File: config.mk
export PLATFORM = sky130hd
export DESIGN_NAME = conv_stream_feeder_flat
export DESIGN_NICKNAME = d
export VERILOG_FILES = /design/src/rtl/conv_stream_feeder_pkg.sv /design/src/rtl/conv_stream_feeder_if.sv /design/src/rtl/conv_sample_fifo.sv /design/src/rtl/conv_stream_feeder.sv /design/src/flat_wrapper.sv
export SDC_FILE = /design/constraint.sdc
export NUM_CORES = 1
export LEC_CHECK = 0
export CORE_MARGIN = 10
export CORE_UTILIZATION = 40
export DETAILED_ROUTE_END_ITERATION = 10
export PLACE_DENSITY = 0.7
export SLEW_MARGIN = 10
export SYNTH_ARGS = -nofsm -noshare
export SYNTH_HDL_FRONTEND = slang
export SYNTH_HIERARCHICAL = 1
export SYNTH_SLANG_ARGS = --single-unit
File: constraint.sdc
create_clock -name clk -period 2.81 [get_ports clk]
set_input_delay 0.562 -clock clk [delete_from_list [all_inputs] [get_ports clk]]
set_output_delay 0.562 -clock clk [all_outputs]
set_load 0.02 [all_outputs]
File: src/rtl/conv_stream_feeder_pkg.sv
// Shared definitions for the convolution feeder, engine and PE.
package conv_pkg;

   localparam int unsigned DEF_DATA_W     = 8;
   localparam int unsigned DEF_FRAME_LEN  = 3;
   localparam int unsigned DEF_TAPS       = 3;
   localparam int unsigned DEF_FIFO_DEPTH = 4;

   typedef enum logic [1:0] {
      IDLE  = 2'd0,
      FEED  = 2'd1,
      FLUSH = 2'd2,
      DONE  = 2'd3
   } feed_state_e;

   function automatic int unsigned max_u(input int unsigned a, input int unsigned b);
      return (a > b) ? a : b;
   endfunction

endpackage

File: src/rtl/conv_stream_feeder_if.sv
// Sample stream handshake into the feeder.
interface conv_stream_feeder_if
   import conv_pkg::*;
#(
   parameter int unsigned DATA_W = DEF_DATA_W
);
   logic              s_valid;
   logic [DATA_W-1:0] s_data;
   logic              s_ready;

   modport master (output s_valid, output s_data, input s_ready);
   modport slave  (input s_valid, input s_data, output s_ready);
endinterface

File: src/rtl/conv_sample_fifo.sv
// Small synchronous sample FIFO with registered read data.
module conv_sample_fifo #(
   parameter int unsigned DATA_W = 8,
   parameter int unsigned DEPTH  = 4,
   localparam int unsigned AW = (DEPTH > 1) ? $clog2(DEPTH) : 1,
   localparam int unsigned CW = $clog2(DEPTH + 1)
) (
   input  logic              clk,
   input  logic              rst_n,
   input  logic              push,
   input  logic              pop,
   input  logic [DATA_W-1:0] din,
   output logic [DATA_W-1:0] dout,
   output logic [CW-1:0]     count,
   output logic              full,
   output logic              empty
);

   logic [DATA_W-1:0] mem_q [DEPTH];
   logic [AW-1:0]     wr_ptr_q, rd_ptr_q;
   logic [CW-1:0]     count_q, count_d;
   logic              push_ok, pop_ok;

   assign full    = (count_q == CW'(DEPTH));
   assign empty   = (count_q == '0);
   assign push_ok = push & ~full;
   assign pop_ok  = pop & ~empty;
   assign count   = count_q;

   // Occupancy: simultaneous push and pop leaves it unchanged.
   always_comb begin
      count_d = count_q;
      case ({push_ok, pop_ok})
         2'b10:   count_d = count_q + CW'(1);
         2'b01:   count_d = count_q - CW'(1);
         default: count_d = count_q;
      endcase
   end

   // Pointers and occupancy; pointers wrap naturally (power-of-two depth).
   always_ff @(posedge clk or negedge rst_n) begin
      if (!rst_n) begin
         wr_ptr_q <= '0;
         rd_ptr_q <= '0;
         count_q  <= '0;
      end else begin
         if (push_ok) wr_ptr_q <= wr_ptr_q + AW'(1);
         if (pop_ok)  rd_ptr_q <= rd_ptr_q + AW'(1);
         count_q <= count_d;
      end
   end

   // Storage array, no reset needed.
   always_ff @(posedge clk) begin
      if (push_ok) mem_q[wr_ptr_q] <= din;
   end

   // Registered read port, updated only on a pop.
   always_ff @(posedge clk or negedge rst_n) begin
      if (!rst_n)      dout <= '0;
      else if (pop_ok) dout <= mem_q[rd_ptr_q];
   end

endmodule

File: src/rtl/conv_stream_feeder.sv
// Buffers input samples and releases them as uninterrupted frames followed
// by zero flush cycles for the systolic convolution engine.
module conv_stream_feeder
   import conv_pkg::*;
#(
   parameter int unsigned DATA_W     = DEF_DATA_W,
   parameter int unsigned FRAME_LEN  = DEF_FRAME_LEN,
   parameter int unsigned TAPS       = DEF_TAPS,
   parameter int unsigned FIFO_DEPTH = DEF_FIFO_DEPTH
) (
   input  logic                 clk,
   input  logic                 rst_n,
   conv_stream_feeder_if.slave  s_if,
   output logic [DATA_W-1:0]    x_out,
   output logic                 x_valid,
   output logic                 frame_start,
   output logic                 frame_done,
   output logic                 busy,
   output logic [15:0]          frame_cnt
);

   localparam int unsigned CntW      = $clog2(FIFO_DEPTH + 1);
   localparam int unsigned SlotW     = max_u(1, $clog2(max_u(FRAME_LEN, TAPS)));
   localparam int unsigned FlushLast = (TAPS > 1) ? TAPS - 2 : 0;

   feed_state_e       state_q, state_d;
   logic [SlotW-1:0]  slot_q, slot_d;
   logic [15:0]       frame_cnt_q;
   logic              pop_req;
   logic [DATA_W-1:0] fifo_dout;
   logic [CntW-1:0]   fifo_count;
   logic              fifo_full, fifo_empty;

   conv_sample_fifo #(
      .DATA_W (DATA_W),
      .DEPTH  (FIFO_DEPTH)
   ) u_fifo (
      .clk   (clk),
      .rst_n (rst_n),
      .push  (s_if.s_valid),
      .pop   (pop_req & ~fifo_empty),
      .din   (s_if.s_data),
      .dout  (fifo_dout),
      .count (fifo_count),
      .full  (fifo_full),
      .empty (fifo_empty)
   );

   assign s_if.s_ready = ~fifo_full;

   // Next state; the pop is issued one cycle ahead so the registered FIFO
   // read lands on x_out in the matching FEED cycle.
   always_comb begin
      state_d = state_q;
      pop_req = 1'b0;
      unique case (state_q)
         IDLE: begin
            if (fifo_count >= CntW'(FRAME_LEN)) begin
               state_d = FEED;
               pop_req = 1'b1;
            end
         end
         FEED: begin
            if (slot_q == SlotW'(FRAME_LEN - 1)) begin
               if (TAPS > 1) state_d = FLUSH;
               else          state_d = DONE;
            end else begin
               pop_req = 1'b1;
            end
         end
         FLUSH: begin
            if (slot_q == SlotW'(FlushLast)) state_d = DONE;
         end
         DONE:    state_d = IDLE;
         default: state_d = IDLE;
      endcase
   end

   // Slot counter restarts on every state entry.
   always_comb begin
      slot_d = slot_q + SlotW'(1);
      if (state_d != state_q) slot_d = '0;
   end

   // State, slot and completed-frame counter registers.
   always_ff @(posedge clk or negedge rst_n) begin
      if (!rst_n) begin
         state_q     <= IDLE;
         slot_q      <= '0;
         frame_cnt_q <= '0;
      end else begin
         state_q <= state_d;
         slot_q  <= slot_d;
         if (state_d == DONE) frame_cnt_q <= frame_cnt_q + 16'd1;
      end
   end

   // Outputs decoded from registered state only.
   always_comb begin
      x_valid     = (state_q == FEED) || (state_q == FLUSH);
      x_out       = (state_q == FEED) ? fifo_dout : '0;
      frame_start = (state_q == FEED) && (slot_q == '0);
      frame_done  = (state_q == DONE);
      busy        = (state_q != IDLE);
      frame_cnt   = frame_cnt_q;
   end

endmodule

File: src/flat_wrapper.sv
// flat-port wrapper written by rule: the top's interface ports become plain ports
module conv_stream_feeder_flat import conv_pkg::*;
#(
   parameter int unsigned DATA_W     = DEF_DATA_W,
   parameter int unsigned FRAME_LEN  = DEF_FRAME_LEN,
   parameter int unsigned TAPS       = DEF_TAPS,
   parameter int unsigned FIFO_DEPTH = DEF_FIFO_DEPTH
)
  (clk, rst_n, x_out, x_valid, frame_start, frame_done, busy, frame_cnt, s_if_s_valid, s_if_s_data, s_if_s_ready);
  conv_stream_feeder_if #(.DATA_W(DATA_W)) s_if_i ();
  input  logic clk;
  input  logic rst_n;
  output logic [DATA_W-1:0] x_out;
  output logic x_valid;
  output logic frame_start;
  output logic frame_done;
  output logic busy;
  output logic [15:0] frame_cnt;
  input wire logic [$bits(s_if_i.s_valid)-1:0] s_if_s_valid;
  input wire logic [$bits(s_if_i.s_data)-1:0] s_if_s_data;
  output wire logic [$bits(s_if_i.s_ready)-1:0] s_if_s_ready;
  assign s_if_i.s_valid = s_if_s_valid;
  assign s_if_i.s_data = s_if_s_data;
  assign s_if_s_ready = s_if_i.s_ready;
  conv_stream_feeder #(.DATA_W(DATA_W), .FRAME_LEN(FRAME_LEN), .TAPS(TAPS), .FIFO_DEPTH(FIFO_DEPTH)) u_core (.clk(clk), .rst_n(rst_n), .s_if(s_if_i), .x_out(x_out), .x_valid(x_valid), .frame_start(frame_start), .frame_done(frame_done), .busy(busy), .frame_cnt(frame_cnt));
endmodule
## After elaboration in Yosys (flattened, before gate mapping)

Memories as Yosys holds them, arrays and structs flattened. A register that Yosys moved wholly into a read port is not among the register bits.
Cells that the tools add are included.
W data, S select, Z words.

| word-level totals | value |
|---|---|
| bits in registers | 27 |
| RAM bits | 32 |
| input port bits | 11 |
| logic and storage cells | 49 |
| memories kept | 1 |

| cells by class | value |
|---|---|
| $add $sub $neg | 6 |
| $lt $le $gt $ge | 1 |
| equal/unequal tests | 10 |
| muxes and demuxes | 12 |
| bitwise logic cells | 5 |
| reduce and logical (&&, ||, !) cells | 8 |

Memory list:

| name | depth | width | rd ports | clocked after Yosys merged registers in | wr ports | RTL line | source |
|---|---|---|---|---|---|---|---|
| u_core.u_fifo.mem_q | 4 | 8 | 1 | 1 | 1 | conv_sample_fifo.sv:19 | `logic [DATA_W-1:0] mem_q [DEPTH];` |

Operators with widths:

| operator | number |
|---|---|
| $add A16 B1 Y16 const B | 1 |
| $eq A2 B2 Y1 const B | 5 |
| $mux W2 | 4 |
| $mux W8 | 1 |
| $pmux W2 S4 | 1 |
| $add A2 B1 Y2 const B | 3 |
| $eq A2 B1 Y1 const B | 3 |
| $pmux W3 S2 | 1 |
| $logic_not A2 Y1 | 2 |
| $mux W1 | 4 |
| $reduce_bool A2 Y1 | 2 |
| $add A3 B1 Y3 const B | 1 |
| $and A1 B1 Y1 | 3 |
| $eq A3 B3 Y1 const B | 1 |
| $ge A3 B2 Y1 const B | 1 |
| $logic_not A3 Y1 | 1 |
| $sub A3 B1 Y3 const B | 1 |
| $ne A2 B2 Y1 | 1 |
| $not A1 Y1 | 2 |
| $pmux W1 S2 | 1 |
| $logic_and A1 B1 Y1 | 1 |
| $logic_not A1 Y1 | 1 |
| $logic_or A1 B1 Y1 | 1 |

## Depth between registers and ports, before layout

Gate-level depths: netlist of run 1.

| logic depth | value |
|---|---|
| word-level depth | 7 |
| depth in mapped cells | 13 |

## Hierarchy

The synthesis of run 1 kept the hierarchy.

Modules (own cells, without submodules):

| module | instances | cells each | area each (um^2) | sequential area each (um^2) |
|---|---|---|---|---|
| conv_sample_fifo | 1 | 112 | 1883.1 | 1336.3 |
| conv_stream_feeder | 1 | 123 | 1237.4 | 500.5 |

## Least setup slack after synthesis of run 1

Ideal clock, no wire load.

| timing path | value |
|---|---|
| path type | register -> register |
| from | reg u_core.state_q[1] |
| to | reg u_core.u_fifo.count_q[2], in the netlist u_core/u_fifo/count[2] |
| library setup time | 0.079 ns |
| arrival time | 2.534 ns |
| required time | 2.731 ns |
| path slack | 0.197 ns |
| stages on the path, launching flop included | 14 |
| path buffers | 0 |
| period minus slack after synthesis | 2.613 ns |
| cell sequence | dfrtp_1 -> inv_1 -> ha_1 -> nor2b_1 -> o21ba_2 -> nor2_1 -> o31ai_4 -> inv_4 -> ha_1 -> inv_1 -> fa_1 -> xor2_1 -> nor2_1 -> xor2_1 |

| between the ends | value |
|---|---|
| word-level cells in the longest chain between the ends | 6 |

Ends and longest elaborated chain:

| what | RTL line | source |
|---|---|---|
| start, declared | conv_stream_feeder.sv:26 | `feed_state_e state_q, state_d;` |
| start signal, assigned | conv_stream_feeder.sv:92 | `state_q <= state_d;` |
| $eq A2 B1 Y1 / $logic_not A2 Y1 (equally long branches) | conv_stream_feeder.sv:56 | `unique case (state_q)` |
| $pmux W1 S2 * | conv_stream_feeder.sv:56 |  |
| $and A1 B1 Y1 * | conv_stream_feeder.sv:41 | `.pop (pop_req & ~fifo_empty),` |
| $and A1 B1 Y1 * | conv_sample_fifo.sv:27 | `assign pop_ok = pop & ~empty;` |
| named net u_core.u_fifo.pop_ok | conv_sample_fifo.sv:22 | `logic push_ok, pop_ok;` |
| $eq A2 B1 Y1 / $eq A2 B2 Y1 (equally long branches) | conv_sample_fifo.sv:33 | `case ({push_ok, pop_ok})` |
| $pmux W3 S2 / $reduce_bool A2 Y1 (equally long branches) | - |  |
| end signal, assigned | conv_sample_fifo.sv:49 | `count_q <= count_d;` |
| end, declared | conv_sample_fifo.sv:21 | `logic [CW-1:0] count_q, count_d;` |

The timed path passes the listed nets; every way through them passes the cells marked *.
A chain may end at the register's enable or synchronous reset.

## Worst setup path after layout of run 1

| timing path | value |
|---|---|
| from | reg u_core.state_q[0] |
| to | reg u_core.u_fifo.count_q[2], in the netlist u_core/u_fifo/count[2] |

The elaborated chain is that of the path after synthesis.

==> flow_summary.json, run 1 <==
{
  "detail-route-antenna-nets": 0,
  "vias": 1955,
  "drt_iter0_drc": 68,
  "drc_errors": 0,
  "ys_ff_latch": 67,
  "yosys.area_share.adder_pct": 6.26,
  "total_leakage_power_nw": 1.63,
  "die_y_um": 108,
  "startpoint_type": "flip-flop",
  "cts_buffers": 9,
  "worst_pin_slew_ps": 613,
  "drtPass1Iterations": 4,
  "finalPower_mw": 4.11,
  "overflow": 0,
  "post-route-period-util_pct": 94.6,
  "period_needed_ps": 2660,
  "finalHoldViolCount": 0,
  "endpoint_kind": "flip-flop",
  "synth_xor_area_share_pct": 5.89,
  "port-buffer-count": 39,
  "die_area_mm2": 0.0117,
  "maxSlewHeadroom_pct": 59.2,
  "dp.cells": 371,
  "tns_ps": 0,
  "ys_warn_count": 6,
  "hold_path.class": "flip-flop to flip-flop",
  "clkSinkCount": 67,
  "placed_cell_area_mm2": 0.00363,
  "netlist_instances": 235,
  "synth_nets": 261,
  "grt_pass1_wl_um": 9720,
  "post-route-cell-area_mm2": 0.00386,
  "dp_hpwl_um": 4180,
  "synthMuxAreaShare_pct": 6.82,
  "fillers": 654,
  "vias_per_cell": 5.00,
  "max_freq_mhz": 376,
  "grt_max_degree": 36,
  "crit_type": "flip-flop to flip-flop",
  "cap_violations": 0,
  "drive_gt1_share_pct": 15.2,
  "rsz0062_at_grt": "no",
  "required_ps": 3070,
  "synth.cell_area_mm2": 0.00312,
  "setup_ws_ps": 151,
  "ir_drop_v": 0.000491,
  "dpl_worst_slack_ps": 82.1,
  "nets": 310,
  "status": "finished clean",
  "synthSimpleGateAreaFrac_pct": 15.2,
  "finalSetupViolations": 0,
  "cp_max_fo": 10,
  "synth.distinct_cells": 39,
  "routedWlPerCell_um": 15.0,
  "grt_pass1_vias": 1948,
  "insertion_delay_ps": 340,
  "antenna_found_initial": 0,
  "slew_viol_final": 0,
  "syn_avg_cell_area_um2": 13.3,
  "finClkSkew_ps": 5.37,
  "ios": 40,
  "start_util_pct": 40.8,
  "place_congestion": 0.878,
  "synth_top_family_by_area": "simple AND/OR/NAND/NOR gates",
  "arrival_ps": 2920,
  "core_mm2": 0.00765,
  "powerDensity_mw_per_mm2": 1060,
  "cts.htree.levels": 3,
  "final_common_cell": "clkdlybuf4s50_1",
  "syn_to_final_growth_pct": 23.9,
  "die_x_um": 108,
  "routed_wirelength_um": 5880,
  "clk_pin_slew_ps": 70,
  "stdcell_count": 391,
  "cts_tree": "yes",
  "cts-root-buf": "clkbuf_8",
  "clockBufferDepth": 2,
  "grt.total_usage_pct": 10.5,
  "ys_seq_area_share_pct": 58.9,
  "synth_compound_area_share_pct": 3.65,
  "diodes": 0,
  "rows": 32,
  "final_cell_mix": "clkdlybuf4s50_1 (39), dfrtp_1 (35), edfxtp_1 (32)"
}
==> layer usage <==
layer  up-vias  track usage (%)  wire (µm)
met5         -                0          0
met1       960             11.8       2460
met2        39             17.8       2950
li1        943                -          -
met4         0             4.05        102
met3        13             3.81        367
==> kinds of logic (layout without fill, tap and decap cells) <==
group	after synthesis	count (layout)
xor+xnor	21	21
compound gates	10	10
flops	67	67
buf+inv	25	79
simple gates	86	86
fa+ha+maj	15	15
mux	11	11
==> worst paths after layout <==
kind / from / to / slack, ps / cells after the start
max: u_core/state_q[0] / u_core/u_fifo/count[2] / 150 / 13
min: u_core/frame_cnt[15] / u_core/frame_cnt[15] / 470 / 1
max reg2reg: u_core/state_q[0] / u_core/u_fifo/count[2] / 150 / 13
min reg2reg: u_core/frame_cnt[15] / u_core/frame_cnt[15] / 470 / 1
max in group asynchronous: rst_n / u_core/state_q[0] / 1840 / 2
min in group asynchronous: rst_n / u_core/frame_cnt[3] / 640 / 2
==> state kept, by name (all words and copies together), names as in the netlist <==
| register | flops |
|---|---|
| u_core/u_fifo/rd_ptr_q | 2 |
| u_core/u_fifo/count | 3 |
| u_core/u_fifo/wr_ptr_q | 2 |
| u_core/slot_q | 2 |
| u_core/state_q | 2 |
| u_core/u_fifo/mem_q | 32 |
| u_core/u_fifo/dout | 8 |
| u_core/frame_cnt | 16 |
==> through the flow <==
stage,hold slack [ps],util (%)
2_1_floorplan,266,-
3_3_place_gp,458,47.5
3_5_place_dp,458,47.5
4_1_cts,470,50.1
5_1_grt,494,50.5
6_report,468,50.5
==> synth_stat cells <==
cell | n | area share (%)
o21ba_2 | 2 | 0.64
nor2_1 | 3 | 0.36
nand2_1 | 27 | 3.2
fa_1 | 1 | 0.64
nand4_1 | 7 | 1.4
nor4_1 | 14 | 2.8
o31ai_4 | 1 | 0.68
dfrtp_1 | 35 | 28
mux4_2 | 8 | 5.8
a21oi_1 | 1 | 0.16
xor2_1 | 16 | 4.5
nand2_2 | 1 | 0.20
clkbuf_2 | 2 | 0.32
and2_1 | 16 | 3.2
a2111oi_0 | 2 | 0.56
and3_1 | 4 | 0.80
nor2b_2 | 1 | 0.28
edfxtp_1 | 32 | 31
inv_1 | 14 | 1.7
xnor2_1 | 5 | 1.4
a32oi_2 | 1 | 0.52
nor2b_1 | 1 | 0.20
buf_2 | 3 | 0.48
nor4b_1 | 1 | 0.28
or3_1 | 2 | 0.40
mux2_2 | 1 | 0.36
o21a_1 | 1 | 0.24
nor3_1 | 1 | 0.16
nand3_1 | 4 | 0.64
clkbuf_1 | 3 | 0.36
o22ai_1 | 1 | 0.20
and4_1 | 3 | 0.84
nor3b_2 | 1 | 0.40
ha_1 | 14 | 5.6
inv_4 | 1 | 0.20
mux2i_1 | 1 | 0.32
mux2_1 | 1 | 0.36
buf_1 | 2 | 0.24
a211oi_4 | 1 | 0.64
==> what timing repair did <==
action / CTS / global route
setup buffers: 0 / 4
gates resized for setup: 0 / 2
hold buffers: 0 / 0
endpoints found under the setup margin: 0 / 1
==> critical path: stages, from the launching register on <==
cell     delay (ps)
dfrtp_1         480
inv_1           180
ha_1            170
inv_1            50
o21ba_2         200
nor2_1          160
o31ai_4         140
inv_4           130
ha_1            200
inv_1            70
fa_1            370
xor2_1          150
nor2_1          130
xor2_1          160
==> cell type report <==
type                    instances  area [µm²]  area share, %
flip-flops and latches         67        1840           47.5
multi-input cells             143        1180           30.6
repair buffers                 48         458           11.8
clock buffers                  10         128           3.30
well taps                     102         128           3.30
clock inverters                 6        72.6           1.88
inverters                      15        58.8           1.52
==> report_power, final <==
| part | internal, mW | total [mW] | leakage [nW] | switching (mW) |
|---|---|---|---|---|
| logic | 0.842 | 1.77 | 0.789 | 0.928 |
| registers | 1.31 | 1.55 | 0.742 | 0.242 |
| clock network | 0.419 | 0.795 | 0.0975 | 0.377 |
| total | 2.57 | 4.11 | 1.63 | 1.55 |
Power figures use the tool's default switching activity.
==> inputs of run 2 (changes only) <==
--- a/config.mk
+++ b/config.mk
@@ -7,6 +7,7 @@
 export LEC_CHECK = 0
 export CORE_MARGIN = 10
 export CORE_UTILIZATION = 40
+export CTS_CLUSTER_SIZE = 20
 export DETAILED_ROUTE_END_ITERATION = 10
 export PLACE_DENSITY = 0.7
 export SLEW_MARGIN = 10
==> results of run 2 <==
Final layout, timing and power as in run 1 (identical DEF).
==> inputs of run 3 (changes only) <==
--- a/config.mk
+++ b/config.mk
@@ -9,7 +9,9 @@
 export CORE_UTILIZATION = 40
 export CTS_CLUSTER_SIZE = 20
 export DETAILED_ROUTE_END_ITERATION = 10
+export GPL_TIMING_DRIVEN = 0
 export PLACE_DENSITY = 0.7
+export SKIP_LAST_GASP = 1
 export SLEW_MARGIN = 10
 export SYNTH_ARGS = -nofsm -noshare
 export SYNTH_HDL_FRONTEND = slang
==> run 3 against run 2 <==
Sequential share of layout area fell by 0.18 points. Sequential power down 5%. Global-route usage is 0.16 points higher. Cell count grew 0.51%. Total power increased by 1.1%. Via count did not move. Count of clock-buffer cells in the layout down 1. Critical path depth is 8 lower. Fmax rose by 0.69%. Worst hold slack got worse by 170 ps. Flip-flop and latch count unchanged. Highest routed layer unchanged. Combinational power is essentially flat. Largest cell class unchanged.
==> flow_summary.json, run 3 (synthesized netlist as in run 1, its figures left out) <==
{
  "setup_ws_ps": 169,
  "overflow": 0,
  "grt.total_usage_pct": 10.6,
  "die_area_mm2": 0.0117,
  "total_leakage_power_nw": 1.64,
  "hold_ws_ps": 299,
  "tns_ps": 0,
  "fillers": 655,
  "status": "finished clean",
  "finalHoldViolCount": 0,
  "slew_viol_final": 0,
  "finClkSkew_ps": 7.28,
  "largest-register": "u_core/u_fifo/mem_q",
  "core_mm2": 0.00765,
  "postLayoutCoreUtil_pct": 50.7,
  "routedWlPerCell_um": 14.6,
  "maxSlewHeadroom_pct": 46.6,
  "drt_iter0_drc": 85,
  "clkSinkCount": 67,
  "p_seq_share_pct": 35.7,
  "start_util_pct": 40.8,
  "syn_to_final_growth_pct": 24.3,
  "period_needed_ps": 2640,
  "cap_violations": 0,
  "arrival_ps": 2080,
  "cts_buffers": 9,
  "final_cell_mix": "clkdlybuf4s50_1 (38), dfrtp_1 (35), edfxtp_1 (32)",
  "p_sw_share_pct": 37.3,
  "largest_register_ffs": 32,
  "place_congestion": 0.857,
  "powerDensity_mw_per_mm2": 1070,
  "antenna_found_initial": 0,
  "hold_path.class": "input pin to asynchronous set/reset pin",
  "vias_per_cell": 4.97,
  "reg2reg_slack_ps": 240,
  "rsz0062_at_grt": "no",
  "ir_drop_v": 0.000557,
  "cp_num_buf_inv": 3,
  "worst_pin_slew_ps": 800,
  "cp_max_fo": 10,
  "dp_hpwl_um": 4100,
  "grt_pass1_wl_um": 9840,
  "cpPeakStageDelay_ps": 620,
  "cts_hold_buf": 0,
  "startpoint_type": "flip-flop",
  "die_x_um": 108,
  "dpl_worst_slack_ps": -95.9,
  "final_common_cell": "clkdlybuf4s50_1",
  "seq_area_mm2": 0.00184,
  "insertion_delay_ps": 340,
  "clockBufferDepth": 2,
  "cts-root-buf": "clkbuf_8",
  "clk_pin_slew_ps": 80,
  "drtPass1Iterations": 4,
  "crit_chain": "inv_2 > ha_1 > clkbuf_2 > and2_1 > clkdlybuf4s50_1",
  "cts.htree.levels": 3,
  "ios": 40,
  "grt_max_degree": 36,
  "routed_wirelength_um": 5750,
  "drive_gt1_share_pct": 15.5,
  "vias": 1955,
  "nets": 312,
  "diodes": 0,
  "detail-route-antenna-nets": 0,
  "p_clk_share_pct": 22.0,
  "multi_input_area_mm2": 0.00119,
  "port-buffer-count": 39,
  "post-route-period-util_pct": 94.0,
  "crit_family": "buffers and inverters",
  "required_ps": 2250,
  "finalSetupViolations": 0,
  "switching_power_mw": 1.55,
  "combPwrFrac_pct": 42.4,
  "cts_tree": "yes",
  "max_freq_mhz": 379,
  "rows": 32,
  "p_int_mw": 2.61,
  "die_y_um": 108,
  "crit_slowest_cell": "clkdlybuf4s50_1",
  "crit_type": "flip-flop to output port",
  "grt_pass1_vias": 2038,
  "endpoint_kind": "output port",
  "drc_errors": 0
}
[run 3: power groups by stage]
stage	clock network (mW)	registers (mW)	logic (mW)
floorplan	0	1.49	1.21
global placement	0	1.49	1.71
detailed placement	0	1.51	1.74
CTS	0.947	1.49	1.76
global route	0.987	1.52	1.99
finish	0.913	1.48	1.76
[run 3: per-layer routing]
layer	up-vias	global-route usage, %	part of all wire [%]
met5	-	0	0
met3	7	3.93	6.7
li1	943	-	-
met2	45	18.3	51
met1	960	11.7	41
met4	0	4.24	1.3
[run 3: worst paths after layout]
check | from | to | depth (start not counted)
setup / recovery | u_core/state_q[1] | x_out[3] | 5
hold / removal | rst_n | u_core/slot_q[0] | 1
setup reg to reg | u_core/state_q[1] | u_core/u_fifo/count[2] | 13
hold reg to reg | u_core/frame_cnt[15] | u_core/frame_cnt[15] | 1
max in group asynchronous | rst_n | u_core/u_fifo/dout[1] | 1
min in group clk | u_core/frame_cnt[15] | u_core/frame_cnt[15] | 1
[run 3: through the flow]
stage	power, mW	std cells	cell area [µm²]
6_report	4.16	393	3880
5_1_grt	4.49	393	3880
3_5_place_dp	3.25	376	3630
4_1_cts	4.20	392	3860
2_1_floorplan	2.70	235	3120
3_3_place_gp	3.21	376	3640
[run 3: worst reg2reg max path, cell delays in order (launching register included)]
cell	delay (ps)
dfrtp_1	440
inv_2	110
ha_1	170
nor2b_4	190
o21ba_2	180
nor2_2	120
o31ai_4	120
inv_4	130
ha_1	190
inv_1	60
fa_1	370
xor2_1	150
nor2_1	100
xor2_1	180
[run 3: layout make-up]
cell class                 instances  area share, %
sequential                        67           47.3
inverter                          15           1.52
tap                              102           3.29
buffer                            10           1.16
multi-input combinational        143           30.7
clock inverter                     7           2.68
timing repair buffer              40           10.1
clock buffer                       9           3.19
[run 3: timing repair]
| item | CTS | global route |
|---|---|---|
| endpoints found under the setup margin | 10 | 2 |
| buffers inserted | 0 | 1 |
| resized for setup | 2 | 3 |
